[config.mk]
export PLATFORM = sky130hd
export DESIGN_NAME = stack_engine_flat
export DESIGN_NICKNAME = d
export VERILOG_FILES = /design/src/rtl/stack_engine_pkg.sv /design/src/rtl/stack_engine_if.sv /design/src/rtl/stack_engine.sv /design/src/flat_wrapper.sv
export SDC_FILE = /design/constraint.sdc
export NUM_CORES = 1
export LEC_CHECK = 0
export CAP_MARGIN = 20
export CORE_MARGIN = 2
export CORE_UTILIZATION = 47
export CTS_CLUSTER_DIAMETER = 30
export CTS_CLUSTER_SIZE = 12
export DETAILED_ROUTE_END_ITERATION = 12
export GPL_ROUTABILITY_DRIVEN = 0
export PLACE_DENSITY = 0.81
export SETUP_SLACK_MARGIN = 0.2
export SLEW_MARGIN = 20
export SYNTH_ARGS = -nofsm -noshare
export SYNTH_HDL_FRONTEND = slang
export SYNTH_SLANG_ARGS = --single-unit
[constraint.sdc]
create_clock -name i_clk -period 3.3 [get_ports i_clk]
set_clock_uncertainty 0.15 [all_clocks]
set_input_delay 0.33 -clock i_clk [delete_from_list [all_inputs] [get_ports i_clk]]
set_output_delay 0.33 -clock i_clk [all_outputs]
set_load 0.01 [all_outputs]
[src/rtl/stack_engine_pkg.sv]
// Shared types for the stack engine: FSM state encoding and the IDLE request decode.
package stack_engine_pkg;

    typedef enum logic [1:0] {
        IDLE    = 2'd0,
        PUSH_WR = 2'd1,
        POP_RD  = 2'd2,
        DONE    = 2'd3
    } stack_state_e;

    typedef enum logic [1:0] {
        OP_NONE = 2'd0,
        OP_LD   = 2'd1,
        OP_PUSH = 2'd2,
        OP_POP  = 2'd3
    } stack_op_e;

    // Load beats push beats pop; lower-priority requests in the same cycle are dropped.
    function automatic stack_op_e decode_op(input logic ld, input logic push, input logic pop);
        stack_op_e op;
        if (ld) begin
            op = OP_LD;
        end else if (push) begin
            op = OP_PUSH;
        end else if (pop) begin
            op = OP_POP;
        end else begin
            op = OP_NONE;
        end
        return op;
    endfunction

endpackage

[src/rtl/stack_engine_if.sv]
// Memory-side req/ack bus between the stack engine (master) and the memory arbiter (slave).
interface stack_engine_if #(
    parameter int unsigned SIZE = 32'd32
);
    logic [SIZE-1:0] mem_addr;
    logic [SIZE-1:0] mem_wdata;
    logic            mem_rd;
    logic            mem_wr;
    logic [SIZE-1:0] mem_rdata;
    logic            mem_ack;

    modport master (
        output mem_addr, mem_wdata, mem_rd, mem_wr,
        input  mem_rdata, mem_ack
    );

    modport slave (
        input  mem_addr, mem_wdata, mem_rd, mem_wr,
        output mem_rdata, mem_ack
    );
endinterface

[src/rtl/stack_engine.sv]
// Push/pop sequencer owning the stack pointer; drives the memory bus for stack ops.
// Optional bounds check (refuse push at STACK_LIMIT / pop at STACK_BASE) via `STACK_BOUNDS_CHECK_EN.
module stack_engine
    import stack_engine_pkg::*;
#(
    parameter int unsigned      SIZE        = 32'd32,
    parameter logic [SIZE-1:0]  INITIAL_VAL = '0,
    parameter logic [SIZE-1:0]  STACK_BASE  = '0,
    parameter logic [SIZE-1:0]  STACK_LIMIT = '0
) (
    input  logic            i_clk,
    input  logic            i_rst,
    input  logic            i_push,
    input  logic            i_pop,
    input  logic            i_ld,
    input  logic [SIZE-1:0] i_push_data,
    input  logic [SIZE-1:0] i_ld_val,
    output logic            o_busy,
    output logic            o_done,
    output logic [SIZE-1:0] o_pop_data,
    output logic            o_fault,
    output logic [SIZE-1:0] o_sp,
    stack_engine_if.master  io_mem
);

`ifdef STACK_BOUNDS_CHECK_EN
    localparam bit BOUNDS_EN = 1'b1;
`else
    localparam bit BOUNDS_EN = 1'b0;
`endif

    localparam logic [SIZE-1:0] ONE = {{(SIZE-1){1'b0}}, 1'b1};

    stack_state_e    r_state;
    stack_state_e    w_next_state;
    stack_op_e       w_op;

    logic [SIZE-1:0] r_sp;
    logic [SIZE-1:0] r_pop_data;
    logic [SIZE-1:0] r_mem_addr;
    logic [SIZE-1:0] r_mem_wdata;
    logic            r_mem_rd;
    logic            r_mem_wr;
    logic            r_busy;
    logic            r_done;
    logic            r_fault;

    logic [SIZE-1:0] w_next_sp;
    logic [SIZE-1:0] w_next_pop_data;
    logic [SIZE-1:0] w_next_addr;
    logic [SIZE-1:0] w_next_wdata;
    logic            w_next_fault;
    logic            w_push_blocked;
    logic            w_pop_blocked;

    assign w_push_blocked = BOUNDS_EN && (r_sp == STACK_LIMIT);
    assign w_pop_blocked  = BOUNDS_EN && (r_sp == STACK_BASE);

    // State register.
    always_ff @(posedge i_clk) begin
        if (i_rst) begin
            r_state <= IDLE;
        end else begin
            r_state <= w_next_state;
        end
    end

    // Next-state, SP arithmetic and memory request set-up.
    always_comb begin
        w_next_state    = r_state;
        w_next_sp       = r_sp;
        w_next_pop_data = r_pop_data;
        w_next_addr     = r_mem_addr;
        w_next_wdata    = r_mem_wdata;
        w_next_fault    = 1'b0;
        w_op            = decode_op(i_ld, i_push, i_pop);

        case (r_state)
            IDLE: begin
                case (w_op)
                    OP_LD: begin
                        w_next_sp    = i_ld_val;
                        w_next_state = DONE;
                    end
                    OP_PUSH: begin
                        if (w_push_blocked) begin
                            w_next_fault = 1'b1;
                            w_next_state = DONE;
                        end else begin
                            // Pre-decrement: the write lands at the new SP.
                            w_next_sp    = r_sp - ONE;
                            w_next_addr  = r_sp - ONE;
                            w_next_wdata = i_push_data;
                            w_next_state = PUSH_WR;
                        end
                    end
                    OP_POP: begin
                        if (w_pop_blocked) begin
                            w_next_fault = 1'b1;
                            w_next_state = DONE;
                        end else begin
                            w_next_addr  = r_sp;
                            w_next_state = POP_RD;
                        end
                    end
                    default: begin
                        w_next_state = IDLE;
                    end
                endcase
            end
            PUSH_WR: begin
                if (io_mem.mem_ack) begin
                    w_next_state = DONE;
                end else begin
                    w_next_state = PUSH_WR;
                end
            end
            POP_RD: begin
                if (io_mem.mem_ack) begin
                    w_next_pop_data = io_mem.mem_rdata;
                    w_next_sp       = r_sp + ONE;
                    w_next_state    = DONE;
                end else begin
                    w_next_state = POP_RD;
                end
            end
            DONE: begin
                w_next_state = IDLE;
            end
            default: begin
                w_next_state = IDLE;
            end
        endcase
    end

    // Datapath and registered status/strobe outputs, all derived from the next state.
    always_ff @(posedge i_clk) begin
        if (i_rst) begin
            r_sp        <= INITIAL_VAL;
            r_pop_data  <= '0;
            r_mem_addr  <= '0;
            r_mem_wdata <= '0;
            r_mem_rd    <= 1'b0;
            r_mem_wr    <= 1'b0;
            r_busy      <= 1'b0;
            r_done      <= 1'b0;
            r_fault     <= 1'b0;
        end else begin
            r_sp        <= w_next_sp;
            r_pop_data  <= w_next_pop_data;
            r_mem_addr  <= w_next_addr;
            r_mem_wdata <= w_next_wdata;
            r_mem_rd    <= (w_next_state == POP_RD);
            r_mem_wr    <= (w_next_state == PUSH_WR);
            r_busy      <= (w_next_state != IDLE);
            r_done      <= (w_next_state == DONE);
            r_fault     <= w_next_fault;
        end
    end

    assign o_sp             = r_sp;
    assign o_pop_data       = r_pop_data;
    assign o_busy           = r_busy;
    assign o_done           = r_done;
    assign o_fault          = r_fault;
    assign io_mem.mem_addr  = r_mem_addr;
    assign io_mem.mem_wdata = r_mem_wdata;
    assign io_mem.mem_rd    = r_mem_rd;
    assign io_mem.mem_wr    = r_mem_wr;

endmodule

[src/flat_wrapper.sv]
// flat-port wrapper written by rule: the top's interface ports become plain ports
module stack_engine_flat import stack_engine_pkg::*;
#(
    parameter int unsigned      SIZE        = 32'd32,
    parameter logic [SIZE-1:0]  INITIAL_VAL = '0,
    parameter logic [SIZE-1:0]  STACK_BASE  = '0,
    parameter logic [SIZE-1:0]  STACK_LIMIT = '0
)
  (i_clk, i_rst, i_push, i_pop, i_ld, i_push_data, i_ld_val, o_busy, o_done, o_pop_data, o_fault, o_sp, io_mem_mem_addr, io_mem_mem_wdata, io_mem_mem_rd, io_mem_mem_wr, io_mem_mem_rdata, io_mem_mem_ack);
  stack_engine_if #(.SIZE(SIZE)) io_mem_i ();
  input  logic i_clk;
  input  logic i_rst;
  input  logic i_push;
  input  logic i_pop;
  input  logic i_ld;
  input  logic [SIZE-1:0] i_push_data;
  input  logic [SIZE-1:0] i_ld_val;
  output logic o_busy;
  output logic o_done;
  output logic [SIZE-1:0] o_pop_data;
  output logic o_fault;
  output logic [SIZE-1:0] o_sp;
  output wire logic [$bits(io_mem_i.mem_addr)-1:0] io_mem_mem_addr;
  output wire logic [$bits(io_mem_i.mem_wdata)-1:0] io_mem_mem_wdata;
  output wire logic [$bits(io_mem_i.mem_rd)-1:0] io_mem_mem_rd;
  output wire logic [$bits(io_mem_i.mem_wr)-1:0] io_mem_mem_wr;
  input wire logic [$bits(io_mem_i.mem_rdata)-1:0] io_mem_mem_rdata;
  input wire logic [$bits(io_mem_i.mem_ack)-1:0] io_mem_mem_ack;
  assign io_mem_mem_addr = io_mem_i.mem_addr;
  assign io_mem_mem_wdata = io_mem_i.mem_wdata;
  assign io_mem_mem_rd = io_mem_i.mem_rd;
  assign io_mem_mem_wr = io_mem_i.mem_wr;
  assign io_mem_i.mem_rdata = io_mem_mem_rdata;
  assign io_mem_i.mem_ack = io_mem_mem_ack;
  stack_engine #(.SIZE(SIZE), .INITIAL_VAL(INITIAL_VAL), .STACK_BASE(STACK_BASE), .STACK_LIMIT(STACK_LIMIT)) u_core (.i_clk(i_clk), .i_rst(i_rst), .i_push(i_push), .i_pop(i_pop), .i_ld(i_ld), .i_push_data(i_push_data), .i_ld_val(i_ld_val), .o_busy(o_busy), .o_done(o_done), .o_pop_data(o_pop_data), .o_fault(o_fault), .o_sp(o_sp), .io_mem(io_mem_i));
endmodule
==> out/results.txt <==
Cell area power density -> 543 nW/um2
Yosys warning total -> 0
IO Count -> 235
Via density per instance -> 6.00
Synth Net Count -> 1,099
DIE AREA -> 16,700 um2
Final Util -> 70.2%
# rows -> 45
Antenna violations before repair -> 0
Clk_lat worst skew -> 0.43 ns
I/O Buffers -> 233
Layout cells sized above 1 -> 9.27%
EDFF count, synth -> 0
Ys async rst share -> 0%
Vias in the first global route -> 8,037
Chip height -> 129 um
Tmin final -> 2.83 ns
Via count -> 8,579
Slew Limit Fails -> 0
Crit Path Category -> register to register
Max Clk Rate -> 353 MHz
Area Growth Syn to Fin -> 45.1%
Distinct cells, synth -> 74
Post-synthesis cell area -> 7380 um2
Starting Density -> 48.4%
Period Utilization, post-route -> 85.8%
Pint -> 3.85 mW
Register area share after synthesis -> 36.4%
# Post-CTS Setup Buffers -> 0
Max VDD drop -> 0.404 mV
Total GRT Usage -> 30.5%
Mapped Cells -> 992
Seq cells post-synth -> 134
Worst slew margin -> 23.2%
CP Launch Type -> register
Pre-antenna DRT Iters -> 6
Required @ worst endpoint -> 3.47 ns
Slew at the pin closest to its max-slew limit -> 1.14 ns
Clock sink count -> 134
Sw frac -> 33.9%
Antenna Cells -> 0
Most common cell in the synthesized netlist -> nand2_1
Largest net degree at the start of global routing -> 77
Outcome -> finished clean
Post-cts sizing count -> 0
Placed cell count -> 1,398
Area leader, netlist -> dfxtp_1
CP Max Fanout -> 13
Max-cap viol count -> 0
Global-route wire length before repair -> 40,600 um
CTS tree -> yes
DIE WIDTH -> 129 um
Residual DRC -> 0
CP arrival -> 3.00 ns
Cell Count, Final, Fillers Out -> 1,430
Logic pwr share -> 33.8%
Setup violations, final -> 0
Leak -> 3.73 nW
Post-DP HPWL -> 17,800 um
RSZ-0062 raised after global routing -> false
H-Tree Depth -> 4
Root buffer cell -> clkbuf_16
DR iter-0 viols -> 1,060
CP endpoint kind -> register
Net Switching -> 1.97 mW
Clk slew on worst S/H paths -> 0.06 ns
Synth area leaders -> dfxtp_1, nand2_1, a21oi_1, clkbuf_1, o21ai_0
Post-route ant nets -> 0
Reg power frac -> 32.1%
CTS Buf Count -> 17
CTS max path bufs -> 2
R2r setup slk -> 0.47 ns
Most frequent cells after synthesis -> nand2_1, dfxtp_1, a21oi_1
Total Wirelength -> 25,800 um
Mean routed wirelength per cell -> 18.1 um
Clock Power Share -> 34.1%
Min-delay worst type -> input port to register
Gr ovfl total -> 0
CORE AREA -> 15,300 um2
Top-area cell type share of the netlist area -> 36.4%
Setup total negative slack -> 0 ns
Final Hold Violating Endpoints -> 0
Avg Cell Area, Syn -> 7.44 um2
Cts hold-fix bufs -> 0
Final #Nets -> 1,313
Primary FF master, synth -> dfxtp_1
[flip-flops by register name, indices dropped and copies added (netlist names)]
register	count
u_core.io_mem.mem_wr	1
u_core.io_mem.mem_wdata	32
u_core.o_busy	1
u_core.o_pop_data	32
u_core.o_done	1
u_core.o_sp	32
u_core.io_mem.mem_addr	32
u_core.io_mem.mem_rd	1
u_core.r_state	2
[critical path, cell delays in order (launching register included)]
cell and delay [ns]:
dfxtp_1 0.34, buf_4 0.22, ha_1 0.23, nand3_1 0.15, or4_1 0.68, nor4_1 0.60
o211ai_1 0.16, and3_1 0.17
[worst paths after layout]
check,end,from,cells past startpoint
setup / recovery,u_core.o_sp[20],u_core.o_sp[0],7
hold / removal,u_core.o_sp[13],i_rst,2
setup reg to reg,u_core.o_sp[20],u_core.o_sp[0],7
hold reg to reg,u_core.io_mem.mem_wdata[10],u_core.io_mem.mem_wdata[10],2
[cells in the final DEF, fill, tap and decap left out, drive strengths merged, types with 25 or more instances in the layout]
cell type      synthesis  layout
a21oi                116     116
buf                   14      62
clkdlybuf4s50          0     232
dfxtp                134     134
nand2                162     162
nand3                 25      25
nand4                 27      27
nor2                  56      56
nor4                  36      36
o21ai                 63      63
xnor2                 34      34
[per-layer routing]
metal	global-route usage (%)	routed length, um	up-vias
met4	16.4	1010	0
met5	0	0	-
met1	39.2	10300	3926
met3	6.94	2550	95
met2	47.6	11900	525
li1	-	-	4033
[per-stage QoR]
| step | setup WS [ns] | area [um2] | hold slack [ns] | total power [mW] |
|---|---|---|---|---|
| global placement | 0.249 | 10100 | 0.291 | 3.78 |
| detailed placement | 0.182 | 10100 | 0.296 | 3.81 |
| global route | 0.308 | 10700 | 0.222 | 6.07 |
| CTS | 0.565 | 10700 | 0.183 | 5.80 |
| finish | 0.470 | 10700 | 0.204 | 5.82 |
| floorplan | 0.724 | 7380 | 0.316 | 2.98 |
[final cells by class]
type	count	area (um2)
well taps	211	264
clock buffers	19	443
flip-flops and latches	134	2680
repair buffers	294	2830
clock inverters	13	171
multi-input cells	743	4260
fillers	1291	4550
inverters	16	60.1
[power by group through the flow]
stage | clock network [mW] | logic [mW] | registers, mW
after floorplan | 0 | 1.07 | 1.91
after global placement | 0 | 1.89 | 1.90
after detailed placement | 0 | 1.91 | 1.90
after CTS | 2.00 | 1.93 | 1.86
after global routing | 2.08 | 2.10 | 1.89
final | 1.98 | 1.97 | 1.87
[cells by family (layout without fill, tap and decap cells)]
| kind of cell | count (synthesis) | in the layout | synth area share [%] |
|---|---|---|---|
| and+or+nand+nor | 401 | 401 | 27.0 |
| adders and majority gates | 5 | 5 | 0.848 |
| muxes | 1 | 1 | 0.136 |
| xor gates and xnor gates | 37 | 37 | 4.39 |
| AOI/OAI and AO/OA | 298 | 298 | 25.1 |
| other | 1 | 1 | 0.0508 |
| DFF | 134 | 134 | 36.4 |
| buffers and inverters | 115 | 342 | 6.10 |
No activity file was read; power rests on OpenSTA's default activity.
